===== config.mk =====
export PLATFORM = sky130hd
export DESIGN_NAME = bus_timer_resp
export DESIGN_NICKNAME = d
export VERILOG_FILES = /design/src/rtl/bus_timer_resp.sv
export SDC_FILE = /design/constraint.sdc
export NUM_CORES = 1
export LEC_CHECK = 0
export ABC_AREA = 1
export CORE_UTILIZATION = 40
export DETAILED_ROUTE_END_ITERATION = 12
export GPL_TIMING_DRIVEN = 0
export PLACE_DENSITY = 0.63
export SETUP_SLACK_MARGIN = 0.2
export SYNTH_ARGS = -nofsm -noshare
export SYNTH_HDL_FRONTEND = slang
export SYNTH_SLANG_ARGS = --single-unit

===== constraint.sdc =====
create_clock -name clk -period 1.62 [get_ports clk]
set_input_delay 0.243 -clock clk [delete_from_list [all_inputs] [get_ports clk]]
set_output_delay 0.243 -clock clk [all_outputs]
set_load 0.02 [all_outputs]

===== src/rtl/bus_timer_resp.sv =====
// bus_timer_resp: 16-bit memory-mapped down-counter timer responding on a 65C02 CPU bus.
// Optional macro TIMER_LATCH_EN: CNT_LO reads latch CNT[15:8] so LO-then-HI reads are atomic.
module bus_timer_resp #(
  parameter logic [15:0] BASE     = 16'hFE00,
  parameter int unsigned WAIT     = 0,
  parameter int unsigned PRESCALE = 1
) (
  input  logic        clk,
  input  logic        RST,
  input  logic [15:0] AD,
  input  logic [7:0]  DO,
  input  logic        WE,
  output logic [7:0]  DI,
  output logic        RDY,
  output logic        IRQ
);

  localparam int unsigned CNT_W = 16;
  localparam int unsigned DAT_W = 8;
  localparam int unsigned WC_W  = 2;
  localparam int unsigned PS_W  = 8;
  localparam logic [WC_W-1:0] WAIT_L  = WC_W'(WAIT);
  localparam logic [PS_W-1:0] PS_LAST = PS_W'(PRESCALE - 1);

  logic [CNT_W-1:0] cnt_q, cnt_d;
  logic [CNT_W-1:0] rld_q, rld_d;
  logic             en_q, en_d;
  logic             auto_q, auto_d;
  logic             ie_q, ie_d;
  logic             exp_q, exp_d;
  logic [WC_W-1:0]  wcnt_q, wcnt_d;
  logic [PS_W-1:0]  presc_q, presc_d;
  logic [DAT_W-1:0] di_q, di_d;
  logic [DAT_W-1:0] rd_data;
  logic [DAT_W-1:0] cnt_hi_rd;

  logic       sel;
  logic       accept;
  logic       wr;
  logic       rd;
  logic       cnt_wr;
  logic       tick;
  logic       uflow;
  logic [2:0] off;

  assign sel    = (AD[15:3] == BASE[15:3]);
  assign off    = AD[2:0];
  assign accept = sel && (wcnt_q == WAIT_L);
  assign wr     = accept && WE;
  assign rd     = accept && !WE;
  assign cnt_wr = wr && (off == 3'd0 || off == 3'd1);
  assign tick   = en_q && (presc_q == PS_LAST);

  // Reset holds RDY high so an access in progress is released at once.
  assign RDY = RST || !(sel && (wcnt_q != WAIT_L));
  assign IRQ = exp_q && ie_q;
  assign DI  = di_q;

`ifdef TIMER_LATCH_EN
  logic [DAT_W-1:0] snap_q, snap_d;

  always_comb begin
    snap_d = snap_q;
    if (rd && off == 3'd0) snap_d = cnt_q[15:8];
  end

  always_ff @(posedge clk or posedge RST) begin
    if (RST) snap_q <= '0;
    else     snap_q <= snap_d;
  end

  assign cnt_hi_rd = snap_q;
`else
  assign cnt_hi_rd = cnt_q[15:8];
`endif

  // Register read mux, sampled into DI at the accepting edge.
  always_comb begin
    rd_data = '0;
    case (off)
      3'd0:    rd_data = cnt_q[7:0];
      3'd1:    rd_data = cnt_hi_rd;
      3'd2:    rd_data = rld_q[7:0];
      3'd3:    rd_data = rld_q[15:8];
      3'd4:    rd_data = {5'b0, ie_q, auto_q, en_q};
      3'd5:    rd_data = {7'b0, exp_q};
      default: rd_data = '0;
    endcase
  end

  // Wait-state counter and read-data capture.
  always_comb begin
    wcnt_d = '0;
    di_d   = di_q;
    if (sel && wcnt_q < WAIT_L) wcnt_d = wcnt_q + 2'd1;
    if (rd) di_d = rd_data;
  end

  // Prescaler, counter and CPU register writes; bus writes to CNT drop a coincident tick.
  always_comb begin
    presc_d = presc_q + 8'd1;
    cnt_d   = cnt_q;
    rld_d   = rld_q;
    en_d    = en_q;
    auto_d  = auto_q;
    ie_d    = ie_q;
    exp_d   = exp_q;
    uflow   = 1'b0;

    if (!en_q || tick) presc_d = '0;

    if (tick && !cnt_wr) begin
      if (cnt_q != '0) begin
        cnt_d = cnt_q - 16'd1;
      end else begin
        uflow = 1'b1;
        if (auto_q) cnt_d = rld_q;
        else        en_d  = 1'b0;
      end
    end

    if (wr) begin
      case (off)
        3'd0: cnt_d[7:0]  = DO;
        3'd1: cnt_d[15:8] = DO;
        3'd2: rld_d[7:0]  = DO;
        3'd3: rld_d[15:8] = DO;
        3'd4: begin
          en_d   = DO[0];
          auto_d = DO[1];
          ie_d   = DO[2];
        end
        3'd5: if (DO[0]) exp_d = 1'b0;
        default: ;
      endcase
    end

    if (uflow) exp_d = 1'b1;
  end

  always_ff @(posedge clk or posedge RST) begin
    if (RST) begin
      cnt_q   <= 16'hFFFF;
      rld_q   <= 16'hFFFF;
      en_q    <= 1'b0;
      auto_q  <= 1'b0;
      ie_q    <= 1'b0;
      exp_q   <= 1'b0;
      wcnt_q  <= '0;
      presc_q <= '0;
      di_q    <= '0;
    end else begin
      cnt_q   <= cnt_d;
      rld_q   <= rld_d;
      en_q    <= en_d;
      auto_q  <= auto_d;
      ie_q    <= ie_d;
      exp_q   <= exp_d;
      wcnt_q  <= wcnt_d;
      presc_q <= presc_d;
      di_q    <= di_d;
    end
  end

endmodule


==> metrics, run 1 <==
worst relative slew slack 0.263; Final Setup Violations 18; highest net fanout along the worst path 10; RSZ-0062 raised after global routing true; Synth-to-Final Area Change 31.8%; switching portion of total power 0.279; final routed wirelength across all metal layers 11700 um; sequential share of the synthesized area 0.375; CP startpoint presc_q[0]$_DFF_PP0_; flop and latch count out of synthesis 52; Routability Congestion 0.930; DIE WIDTH 96.5 um; sequential group share of total power 0.550; portion of total power attributed to the clock network 0.362; P_leak 2.30 nW; total number of vias 3785; overall global routing resource usage 0.255; critical path launch point type register; Netlist cell types 40; count of yosys warnings during synthesis 0; r2r setup slk -0.1 ns; final critical path time including I/O delays and setup 1.72 ns; Post-route DRC 0; share of power burned in combinational logic 0.088; Post-Synthesis Cell Area 3570 um2; htree depth 2; starting DRC count in detailed routing 287; total of buffers placed on input and output ports 35; final hold violation count 0; worst-case setup margin in the final layout -0.0996 ns; proportion of synthesized flip-flops having asynchronous set or reset 1.00; Worst Clk Skew 0.00473 ns; TritonCTS buffer count 5; CP Class register to register; max frequency 582 MHz; wire length of the first global-routing pass 17500 um; Die H 96.5 um; via count of the first global-routing pass 3408; maximum buffer depth of the clock tree 2; number of nets in the layout 619; average size of a mapped cell 6.88 um2; initial core utilization 0.412; R2R depth 10; core outline area 8680 um2; total power density per cell area 505 nW/um2; hold-fix buffers at CTS 0; worst slack after detailed placement -0.431 ns; Worst Setup EP cnt_q[13]$_DFF_PP1_; synthesized instance count 519; TritonRoute pass-1 iters 5; Post-synth top flop sky130_fd_sc_hd__dfstp_2; cell-internal power 0.00171 W; initial antenna violation count 0; Slew Viols, Final 0; DIE AREA 9310 um2; Data arrival, critical path 1.99 ns; via density per instance 5.43; endpoint class of the critical path register; number of flops mapped to enable cells by yosys 0; switching pwr 0.000664 W; master cell of the clock root buffer sky130_fd_sc_hd__clkbuf_8; slew of the pin with the lowest slew margin 1.10 ns; count of clock tree sinks 52; clock latency reported for the late side of the worst-skew pair 0.32 ns; Clk pin slew, worst setup/hold paths 0.11 ns; worst hold path type input pin to register; post-layout power 0.00238 W; placed wire-length estimate after detailed placement 8270 um; worst reg2reg endpoint cnt_q[13]$_DFF_PP1_; beginning of the worst register-to-register path presc_q[0]$_DFF_PP0_; Max VDD drop 0.314 mV; Max Cap Viol 0; net count after synthesis 550; fill cell total of the finished layout 873; violated checks negative setup slack; Overflow after GRT 0; pin count of the biggest net entering global routing 53; proportion of layout cells with a drive suffix above 1 0.277; I/O pin total 37; post-route setup TNS -1.21 ns; residual antenna-violating net count after detailed routing 0; Crit path required time 1.89 ns; CTS tree done; average wire length per cell after detail routing 16.8 um; number of rows created at floorplan 34; share of the cycle needed by the critical path after routing 1.06; outcome finished with violations; Diodes inserted 0
## routing by layer
layer,share of wire,wire length [um],global-route usage,vias to the layer above
met5,0,0,0,-
met4,0.031,357,0.0956,0
met3,0.073,855,0.0368,28
met2,0.46,5330,0.404,161
met1,0.44,5150,0.349,1787
li1,-,-,-,1809
## worst min-delay path by stage
stage          depth (start not counted)         startpoint  slack (ns)                  to
2_1_floorplan                          1                RST        0.29   DI[0]$_DFFE_PP0P_
3_3_place_gp                           2  DI[3]$_DFFE_PP0P_        0.46   DI[3]$_DFFE_PP0P_
3_5_place_dp                           2  DI[4]$_DFFE_PP0P_        0.47   DI[4]$_DFFE_PP0P_
4_1_cts                                4              AD[0]        0.44  cnt_q[1]$_DFF_PP1_
5_1_grt                                4              AD[0]        0.47  cnt_q[1]$_DFF_PP1_
6_report                               5              AD[1]        0.46   exp_q$_DFFE_PP0P_
## kinds of logic (layout without fill, tap and decap cells)
| family | after synthesis | count (layout) | share of synthesized area |
|---|---|---|---|
| AO/OA/AOI/OAI | 85 | 85 | 0.133 |
| XOR/XNOR | 3 | 3 | 0.00736 |
| adder cells (fa/ha/maj) | 4 | 4 | 0.0140 |
| buffers and inverters | 73 | 142 | 0.0900 |
| flip-flops | 52 | 52 | 0.375 |
| other | 1 | 1 | 0.00105 |
| AND/OR/NAND/NOR | 301 | 302 | 0.379 |
## power groups by stage
stage          logic [W]  registers, W  clock network (W)
2_1_floorplan  0.0000788       0.00133                  0
3_3_place_gp    0.000193       0.00133                  0
4_1_cts         0.000205       0.00131           0.000898
3_5_place_dp    0.000194       0.00133                  0
6_report        0.000209       0.00131           0.000859
5_1_grt         0.000228       0.00131           0.000945
## Yosys cell counts (5+ instances only)
master,count,share of area
sky130_fd_sc_hd__buf_6,5,0.016
sky130_fd_sc_hd__o21ai_0,34,0.048
sky130_fd_sc_hd__dfrtp_1,20,0.14
sky130_fd_sc_hd__o21ai_1,12,0.017
sky130_fd_sc_hd__inv_1,58,0.061
sky130_fd_sc_hd__dfstp_2,32,0.24
sky130_fd_sc_hd__nor2_1,61,0.064
sky130_fd_sc_hd__o22ai_1,7,0.012
sky130_fd_sc_hd__nor3_2,5,0.014
sky130_fd_sc_hd__nand2_1,164,0.17
sky130_fd_sc_hd__nor2_2,8,0.014
sky130_fd_sc_hd__a21oi_1,18,0.025
sky130_fd_sc_hd__nand4_1,7,0.012
sky130_fd_sc_hd__nand3_1,27,0.038
sky130_fd_sc_hd__nor3_1,10,0.014
sky130_fd_sc_hd__nor2_4,6,0.019
## layout by cell type, fill, tap and decap left out, drive strengths merged, types with 2 or more instances in the layout
| cell | Yosys | routed |
|---|---|---|
| nand2 | 169 | 170 |
| nor2 | 75 | 75 |
| inv | 62 | 64 |
| o21ai | 46 | 46 |
| dfstp | 32 | 32 |
| buf | 7 | 31 |
| nand3 | 30 | 30 |
| dfrtp | 20 | 20 |
| a21oi | 18 | 18 |
| nor3 | 15 | 15 |
| dlymetal6s2s | 0 | 14 |
| clkdlybuf4s50 | 0 | 10 |
| clkbuf | 3 | 10 |
| dlygate4sd2 | 0 | 8 |
| o22ai | 7 | 7 |
| nand4 | 7 | 7 |
| a22o | 4 | 4 |
| ha | 4 | 4 |
| clkdlybuf4s15 | 0 | 3 |
| and3 | 2 | 2 |
| nor3b | 2 | 2 |
| xor2 | 2 | 2 |
| a22oi | 2 | 2 |
| o211ai | 2 | 2 |
| a211oi | 2 | 2 |
## per-stage QoR
stage / hold WS [ns] / utilization / cell area (um2) / instances
after floorplan: 0.286 / - / 3600 / 519
after CTS: 0.440 / 0.498 / 4320 / 678
after detailed placement: 0.473 / 0.470 / 4080 / 662
after global routing: 0.472 / 0.542 / 4710 / 697
after global placement: 0.462 / 0.470 / 4080 / 662
final: 0.463 / 0.542 / 4710 / 697
## state kept, by name, summed over array words and instances (netlist names)
signal / count
cnt_q: 16
DI: 8
ie_q: 1
presc_q: 8
auto_q: 1
exp_q: 1
rld_q: 16
en_q: 1
## repair_timing
item	in CTS	in global routing
endpoints found under the setup margin	53	53
cloned	1	3
setup buffers	7	16
pin swaps	2	10
gates resized for setup	36	78
## worst max-delay path, stage by stage, from the launching register on
cell	delay [ns]
sky130_fd_sc_hd__dfrtp_1	0.41
sky130_fd_sc_hd__inv_2	0.09
sky130_fd_sc_hd__ha_4	0.13
sky130_fd_sc_hd__nand2_2	0.06
sky130_fd_sc_hd__nor3_2	0.12
sky130_fd_sc_hd__nand2_2	0.10
sky130_fd_sc_hd__nor2_4	0.21
sky130_fd_sc_hd__nand2_8	0.10
sky130_fd_sc_hd__buf_6	0.18
sky130_fd_sc_hd__a21oi_1	0.18
sky130_fd_sc_hd__a21oi_2	0.08
## layout make-up
type	instances	area [um2]	area share
Sequential cell	52	1340	0.285
Clock inverter	3	28.8	0.00611
Multi-Input combinational cell	395	2150	0.458
Buffer	10	97.6	0.0207
Clock buffer	5	68.8	0.0146
Tap cell	108	135	0.0287
Inverter	63	250	0.0532
Timing Repair Buffer	61	631	0.134
Note: power is estimated with default switching activity, not from simulation.
==> run 2: changes to the inputs <==
ABC_CLOCK_PERIOD_IN_PS = 1620   (was unset)
==> results of run 2 <==
The final DEF is identical to that of run 1; final timing and power are the same.
